**config.mk**
```make
export PLATFORM = sky130hd
export DESIGN_NAME = udp_rx_fifo_unpacker
export DESIGN_NICKNAME = d
export VERILOG_FILES = /design/src/rtl/udp_rx_fifo_unpacker.sv
export SDC_FILE = /design/constraint.sdc
export NUM_CORES = 1
export LEC_CHECK = 0
export BUFFER_PORTS_ARGS = -buffer_cell sky130_fd_sc_hd__buf_4
export CORE_MARGIN = 4
export CORE_UTILIZATION = 54
export CTS_CLUSTER_SIZE = 12
export DETAILED_ROUTE_END_ITERATION = 6
export PLACE_DENSITY = 0.9
export SLEW_MARGIN = 20
export SYNTH_ARGS = -nofsm -noshare
export SYNTH_HDL_FRONTEND = slang
export SYNTH_SLANG_ARGS = --single-unit
```
**constraint.sdc**
```tcl
create_clock -name clk -period 3.9 [get_ports clk]
set_input_delay 0.78 -clock clk [delete_from_list [all_inputs] [get_ports clk]]
set_output_delay 0.78 -clock clk [all_outputs]
set_load 0.02 [all_outputs]
```
**src/rtl/udp_rx_fifo_unpacker.sv**
```systemverilog
// udp_rx_fifo_unpacker: pops one packet from the RX status/byte FIFO pair.
// It checks the 0xA5 header and the length, reassembles the payload into
// nOfFifos words, and writes all words to the downstream FIFOs in one cycle.
module udp_rx_fifo_unpacker #(
    parameter int unsigned AVL_SIZE    = 8,
    parameter int unsigned BYTE_SIZE   = 8,
    parameter int unsigned IP_SIZE     = 32,
    parameter int unsigned MAC_SIZE    = 48,
    parameter int unsigned FIFO_LENGTH = 16,
    parameter int unsigned nOfFifos    = 4
) (
    input  logic                                  clk,
    input  logic                                  reset,
    input  logic [AVL_SIZE-1:0]                   rx_fifo_data,
    input  logic                                  rx_fifo_data_empty,
    output logic                                  rx_fifo_data_read,
    input  logic [2*BYTE_SIZE+IP_SIZE+MAC_SIZE-1:0] rx_fifo_status,
    input  logic                                  rx_fifo_status_empty,
    output logic                                  rx_fifo_status_read,
    output logic [nOfFifos-1:0]                   wrreq_fifo,
    output logic [nOfFifos*FIFO_LENGTH-1:0]       wrdata_fifo,
    input  logic [nOfFifos-1:0]                   wrfull_fifo,
    output logic [IP_SIZE-1:0]                    source_ip,
    output logic [MAC_SIZE-1:0]                   source_mac,
    output logic [15:0]                           pkt_ok_count,
    output logic [15:0]                           pkt_drop_count
);

    localparam int unsigned BYTE_W       = 8;
    localparam int unsigned BYTE_IN_FIFO = FIFO_LENGTH / BYTE_W;
    localparam int unsigned EXP_LEN      = nOfFifos * BYTE_IN_FIFO + 1;
    localparam int unsigned LEN_W        = 2 * BYTE_SIZE;
    localparam int unsigned STAT_W       = LEN_W + IP_SIZE + MAC_SIZE;
    localparam int unsigned BC_W         = (BYTE_IN_FIFO > 1) ? $clog2(BYTE_IN_FIFO) : 1;
    localparam int unsigned SEL_W        = (nOfFifos > 1) ? $clog2(nOfFifos) : 1;
    localparam int unsigned WB_W         = $clog2(FIFO_LENGTH);
    localparam int unsigned CNT_W        = 16;

    typedef enum logic [2:0] {
        RX_IDLE,
        RX_CHECK,
        RX_HEADER,
        RX_PAYLOAD,
        RX_DISCARD,
        RX_COMMIT
    } rx_state_t;

    rx_state_t              r_state;
    logic [LEN_W-1:0]       r_len;
    logic [LEN_W-1:0]       r_rem;
    logic [IP_SIZE-1:0]     r_ip;
    logic [MAC_SIZE-1:0]    r_mac;
    logic [BC_W-1:0]        r_byte_cnt;
    logic [SEL_W-1:0]       r_fifo_sel;
    logic [FIFO_LENGTH-1:0] r_words [nOfFifos];

    logic                   w_pop;
    logic [LEN_W-1:0]       w_rem_dec;
    logic [WB_W-1:0]        w_hi;

    // Saturating increment for the packet counters.
    function automatic logic [CNT_W-1:0] sat_inc(input logic [CNT_W-1:0] v);
        return (v == '1) ? v : v + CNT_W'(1);
    endfunction

    // A byte is popped whenever one is available in a byte-consuming state.
    assign w_pop = !rx_fifo_data_empty &&
                   ((r_state == RX_HEADER) || (r_state == RX_PAYLOAD) || (r_state == RX_DISCARD));
    assign rx_fifo_data_read = w_pop;
    assign w_rem_dec = r_rem - LEN_W'(1);
    // MSB-first byte position inside the current word.
    assign w_hi = WB_W'(FIFO_LENGTH - 1 - BYTE_W * 32'(r_byte_cnt));

    // Packet FSM: header/length check, reassembly and all-or-nothing commit.
    always_ff @(posedge clk) begin
        if (reset) begin
            r_state             <= RX_IDLE;
            r_len               <= '0;
            r_rem               <= '0;
            r_ip                <= '0;
            r_mac               <= '0;
            r_byte_cnt          <= '0;
            r_fifo_sel          <= '0;
            for (int i = 0; i < int'(nOfFifos); i++) r_words[i] <= '0;
            rx_fifo_status_read <= 1'b0;
            wrreq_fifo          <= '0;
            wrdata_fifo         <= '0;
            source_ip           <= '0;
            source_mac          <= '0;
            pkt_ok_count        <= '0;
            pkt_drop_count      <= '0;
        end else begin
            rx_fifo_status_read <= 1'b0;
            wrreq_fifo          <= '0;
            case (r_state)
                RX_IDLE: begin
                    if (!rx_fifo_status_empty) begin
                        r_len               <= rx_fifo_status[STAT_W-1 -: LEN_W];
                        r_ip                <= rx_fifo_status[MAC_SIZE +: IP_SIZE];
                        r_mac               <= rx_fifo_status[MAC_SIZE-1:0];
                        rx_fifo_status_read <= 1'b1;
                        r_state             <= RX_CHECK;
                    end
                end
                RX_CHECK: begin
                    if (r_len == '0) begin
                        pkt_drop_count <= sat_inc(pkt_drop_count);
                        r_state        <= RX_IDLE;
                    end else if (r_len != LEN_W'(EXP_LEN)) begin
                        r_rem   <= r_len;
                        r_state <= RX_DISCARD;
                    end else begin
                        r_rem      <= LEN_W'(EXP_LEN);
                        r_byte_cnt <= '0;
                        r_fifo_sel <= '0;
                        r_state    <= RX_HEADER;
                    end
                end
                RX_HEADER: begin
                    if (w_pop) begin
                        r_rem <= w_rem_dec;
                        if (rx_fifo_data == AVL_SIZE'(8'hA5)) begin
                            r_state <= RX_PAYLOAD;
                        end else if (w_rem_dec == '0) begin
                            pkt_drop_count <= sat_inc(pkt_drop_count);
                            r_state        <= RX_IDLE;
                        end else begin
                            r_state <= RX_DISCARD;
                        end
                    end
                end
                RX_PAYLOAD: begin
                    if (w_pop) begin
                        r_rem                       <= w_rem_dec;
                        r_words[r_fifo_sel][w_hi -: BYTE_W] <= rx_fifo_data[BYTE_W-1:0];
                        if (r_byte_cnt == BC_W'(BYTE_IN_FIFO - 1)) begin
                            r_byte_cnt <= '0;
                            if (r_fifo_sel == SEL_W'(nOfFifos - 1)) begin
                                r_state <= RX_COMMIT;
                            end else begin
                                r_fifo_sel <= r_fifo_sel + SEL_W'(1);
                            end
                        end else begin
                            r_byte_cnt <= r_byte_cnt + BC_W'(1);
                        end
                    end
                end
                RX_DISCARD: begin
                    if (w_pop) begin
                        r_rem <= w_rem_dec;
                        if (w_rem_dec == '0) begin
                            pkt_drop_count <= sat_inc(pkt_drop_count);
                            r_state        <= RX_IDLE;
                        end
                    end
                end
                RX_COMMIT: begin
                    if (wrfull_fifo == '0) begin
                        wrreq_fifo <= '1;
                        for (int i = 0; i < int'(nOfFifos); i++) begin
                            wrdata_fifo[FIFO_LENGTH*i +: FIFO_LENGTH] <= r_words[i];
                        end
                        source_ip    <= r_ip;
                        source_mac   <= r_mac;
                        pkt_ok_count <= sat_inc(pkt_ok_count);
                    end else begin
                        pkt_drop_count <= sat_inc(pkt_drop_count);
                    end
                    r_state <= RX_IDLE;
                end
                default: r_state <= RX_IDLE;
            endcase
        end
    end

endmodule

```
# After elaboration in Yosys (flattened, before gate mapping)
# Memory sizes are Yosys's and may differ from the RTL's. A register that Yosys moved wholly into a read port is not among the register bits.
# Cells that the tools add are included.
# totals
mem_count	1
wordCells	120
inputBits	112
out_inout_bits	182
register_bits	235
ram_bits	64
# memory_table
name	depth	width	read_ports	rd_clocked_by_memory_dff	wr	line_no	source
r_words	4	16	4	4	4	55	logic [FIFO_LENGTH-1:0] r_words [nOfFifos];
# op_classes
muxes	46
bitwise_logic	4
eq_ne	24
reduce_logical	23
shifts	2
n_addsub	7
# op_table
op	count
two-way mux 16 bit	13
one-hot mux 16 bit (4 select lines)	1
two-way mux 3 bit	11
adder 16 x 1 -> 16 bit (second input constant)	2
equality test 16 bit (second input constant)	2
zero test 16 bit	2
one-hot mux 16 bit (2 select lines)	1
variable shift 8 x 6 -> 23 bit (first input constant)	1
variable part select 8 x 6 -> 23 bit	1
inequality test 2 bit (second input constant)	11
inequality test 16 x 4 -> 1 bit (second input constant)	1
OR reduction 16 bit	1
subtractor 16 x 1 -> 16 bit (second input constant)	1
one-hot mux 3 bit (5 select lines)	1
two-way mux 2 bit	6
AND reduction 6 bit	2
two-way mux 1 bit	10
equality test 8 bit (second input constant)	1
AND reduction 7 bit	1
equality test 3 x 2 -> 1 bit (second input constant)	2
equality test 3 bit (second input constant)	2
inequality test 2 x 1 -> 1 bit (second input constant)	3
negator 4 -> 6 bit	1
AND reduction 3 bit	2
20 further kinds	27

# Longest topological paths before layout
# logic_depth
depth_word	10
ltp_mapped	12
ltp_nobuf	9

# Worst setup path after synthesis
# No wires, ideal clock.
# synth_path
path_kind	register to register
startpoint	register r_rem[3]
endpoint	register pkt_drop_count[9]
setup_time_ns	0.123
stages_incl_launch_ff	12
n_path_buf	4
arrival_ns	2.991
required_ns	3.777
slack_ns	0.786
synth_period_minus_slack_ns	3.114
path_cell_list	dfxtp_1 -> buf_6 -> or4_1 -> buf_2 -> or3_1 -> buf_2 -> nor3_4 -> xor2_2 -> o41a_2 -> buf_6 -> nor3b_1 -> mux2_1
# synth_between
elab_chain_len	6
word_cells_on_any_way	7
classes_between	add/sub (1); mux (5); reduce/logical (1)
# synth_rtl
item	line_no	source
start: declaration	50	logic [LEN_W-1:0] r_rem;
start signal: assignment	110	r_rem <= r_len;
start signal: assignment	113	r_rem <= LEN_W'(EXP_LEN);
start signal: assignment	121	r_rem <= w_rem_dec;
subtractor 16 x 1 -> 16 bit *	70	assign w_rem_dec = r_rem - LEN_W'(1);
zero test 16 bit *	124, 151	
two-way mux 16 bit *	n/a	
two-way mux 16 bit (2 in a row)	n/a	
one-hot mux 16 bit (4 select lines) *	n/a	
end signal: assignment	107	pkt_drop_count <= sat_inc(pkt_drop_count);
end signal: assignment	125	pkt_drop_count <= sat_inc(pkt_drop_count);
end signal: assignment	152	pkt_drop_count <= sat_inc(pkt_drop_count);
end: declaration	26	output logic [15:0] pkt_drop_count
# Every way passes the cells marked *; elsewhere a longest branch is shown, timed or not. The select of a mux whose other input is x is not followed.
# A chain may end at the register's enable or synchronous reset.

# Worst setup path in the final report
# layout_path
startpoint	register r_rem[3]
endpoint	register pkt_drop_count[11]
# The elaborated chain is that of the path after synthesis.

==> run_results.csv <==
group,metric,value,unit
global_route,grt_pass1_vias,11700,
floorplan,chipWidth,168,um
route,drc,0,
global_route,grt_pass1_wl,58.9,mm
run_status,status,"completed",
floorplan,row_count,58,
synth,yosysUniqueCellTypes,63,
min_path,hp-start,"r_mac[22]",
placed_design,portBuffers,293,
power,fin_total_pwr,8280,uW
critical_path,worstSetupStartpointType,"register",
cts,cts_resized,0,
route,drtIter0Drc,1172,
timing,hold_violations,0,
route,antenna_left,0,
route,wirelength,37.5,mm
cells_and_area,drive_gt1_share,20.0,%
route,post_drt_wl_per_cell,16.9,um
global_route,track_usage,25.0,%
cts,cts_made_buffers,38,
placed_design,place.gp.congestion,0.949,
timing,skew,0.0138,ns
route,avgViaCountPerCell,5.57,
synth,synthArstFlopShare,0,%
floorplan,dieArea,28200,um^2
global_route,grt_util_met3,5.17,%
placed_design,place_area,16200,um^2
cts,cts_tree,"done",
floorplan,start_util,54.9,%
power,seq_power_share,48.6,%
global_route,overflow,0,
floorplan,dieHeight,168,um
cts,post_cts_buffers,0,
cts,cts_root_buf,"clkbuf_16",
synth,syn-num-nets,1743,
power,internal_power,6260,uW
synth,syn_inst,1626,
cts,insertion_delay,0.51,ns
global_route,busiest_layer,"met2",
cts,path_clk_slew,0.06,ns
synth,synth-seq-cells,360,
power,netSwitchingPower,2020,uW
cells_and_area,nFillCells,1863,
cts,cts_buffer_depth,3,
critical_path,reg2reg_setup_slack,0.50,ns
timing,relSlewSlack,22.2,%
route,dr.pass1.iters,5,
synth,ys.warnings.count,0,
cts,cts_hold_buf,0,
global_route,antenna_found_initial,0,
global_route,grt_max_degree,112,
min_path,whs_endpoint,"source_mac[22]",
synth,synth_edf_count,64,
timing,clock.fmax,0.294,GHz
timing,slew_viol_final,0,
min_path,hold_class,"register to register",
cells_and_area,nNetsFinal,1980,
timing,setup_viol,0,
critical_path,critical_path_peak_fanout,23,
critical_path,r2r-end,"pkt_drop_count[11]",
synth,synth_area,13800,um^2
global_route,grt.met2_usage,41.3,%
critical_path,endpoint_kind,"register",
power,p_clk_share,41.2,%
critical_path,reg2regPathDepth,7,
cts,clock_sinks,360,
synth,ys.flop_type,"dfxtp_1",
floorplan,io_pins,294,
route,via_count,12300,
power,switching_share,24.4,%
critical_path,arrival,3.82,ns
cells_and_area,syn2layout_area_growth,25.5,%
critical_path,cp.required,4.32,ns
cts,htreeDepth,2,
timing,layout_min_cycle_time,3.40,ns
power,vdd_ir_drop_max,0.349,mV
placed_design,dp_hpwl,24.7,mm
timing,finalSetupTns,0,ns
global_route,grt_use_met1,32.0,%
cells_and_area,antenna-diode-count,0,
synth,syn_avg_cell_area,8.51,um^2
synth,yosysSeqAreaShare,56.7,%
critical_path,crit_type,"register to register",
power,combPwrFrac,10.3,%
timing,worst_slew_pin_slew,1.15,ns
floorplan,core_area,25200,um^2
critical_path,reg2reg_from,"r_rem[3]",
timing,period_share,87.1,%
timing,rsz0062_at_grt,"no",
cells_and_area,fin_area,17400,um^2
job,drv_cap,0,
min_path,whs_path_depth,2,
power,p_leak,0.00676,uW
power,power.density,477,nW/um^2
[worst max-delay path, cell delays in order, from the launching register on]
cell     delay, ns
dfxtp_1       0.38
or4_1         0.69
or3_1         0.55
nor3_4        0.24
xor2_2        0.11
o41a_2        0.66
or4_1         0.51
a21oi_1       0.16
[worst max path at each step]
stage                               start                  to  slack [ns]  cells after the start
final                            r_rem[3]  pkt_drop_count[11]        0.50                      7
after global routing             r_rem[3]  pkt_drop_count[11]        0.32                      7
after detailed placement  rx_fifo_data[2]  pkt_drop_count[11]        0.30                      8
after global placement    rx_fifo_data[2]  pkt_drop_count[13]        0.41                      8
after CTS                        r_rem[3]  pkt_drop_count[11]        0.50                      7
after floorplan                  r_rem[3]   pkt_drop_count[9]        0.79                     11
[routing by layer]
metal  up-vias  routed length (um)
met5         -                   0
met4         0                1610
met3       109                2920
met2       564               18100
met1      5785               14900
li1       5888                   -
[Yosys cell counts, drive strengths merged, types with 6 or more instances]
| master | n | area, um^2 |
|---|---|---|
| nand2 | 517 | 1940 |
| nor3 | 20 | 111 |
| and2 | 34 | 213 |
| nand4 | 8 | 50.1 |
| o21ai | 32 | 160 |
| mux2 | 8 | 105 |
| edfxtp | 64 | 1920 |
| nor2 | 90 | 340 |
| a21oi | 266 | 1330 |
| nor2b | 6 | 37.5 |
| dfxtp | 296 | 5930 |
| xor2 | 11 | 104 |
| xnor2 | 10 | 87.6 |
| a22oi | 6 | 45.0 |
| a221oi | 7 | 61.3 |
| buf | 20 | 113 |
| or3 | 13 | 81.3 |
| nand3 | 15 | 75.1 |
| nor4 | 14 | 87.6 |
| inv | 24 | 90.1 |
| clkbuf | 96 | 360 |
[cells in the final DEF (no fill, tap or decap), types with 14 or more instances in the layout]
cell type and n:
edfxtp_1 64, buf_4 309, inv_1 24, a21oi_1 266, o21ai_0 29, nor2_1 89, nand3_1 14, and2_1 34
nand2_1 517, dfxtp_1 296, nor3_1 19, clkbuf_16 39
[kinds of logic (layout without fill, tap and decap cells)]
family	count (synthesis)	count (layout)	share of synthesized area, %
simple gates	747	747	22.9
flops	360	360	56.7
compound gates	341	341	13.4
buf+inv	140	402	4.07
xor+xnor	21	21	1.38
mux	12	12	1.05
fa+ha+maj	5	5	0.452
[per-stage QoR]
stage / utilization [%] / cells / hold WS (ns) / setup WS [ns]
4_1_cts: 68.9 / 2217 / 0.452 / 0.502
2_1_floorplan: - / 1626 / 0.432 / 0.786
3_3_place_gp: 64.2 / 2152 / 0.435 / 0.408
5_1_grt: 69.0 / 2218 / 0.461 / 0.323
3_5_place_dp: 64.2 / 2152 / 0.444 / 0.297
6_report: 69.0 / 2218 / 0.451 / 0.503
[flip-flops by register name (all words and copies together), names as in the netlist]
signal,cells
r_byte_cnt,1
rx_fifo_status_read,1
r_len,16
r_words,64
wrdata_fifo,64
r_rem,16
r_state,3
r_mac,48
source_mac,48
source_ip,32
pkt_drop_count,16
r_ip,32
pkt_ok_count,16
wrreq_fifo,1
r_fifo_sel,2
[final cells by class]
type                    count  area, um^2  area share (%)
clock buffers              58        1110            6.38
repair buffers            313        2390            13.7
inverters                  24        90.1           0.519
flip-flops and latches    360        7850            45.2
clock inverters             7        60.1           0.346
multi-input cells        1126        5460            31.4
well taps                 330         413            2.38
[power groups by stage]
stage	sequential [uW]	combinational, uW	clock [uW]
floorplan	4070	598	0
global route	4040	939	3630
global placement	4090	804	0
finish	4020	850	3410
CTS	4020	838	3460
detailed placement	4100	828	0
No activity file was read; power rests on OpenSTA's default activity.
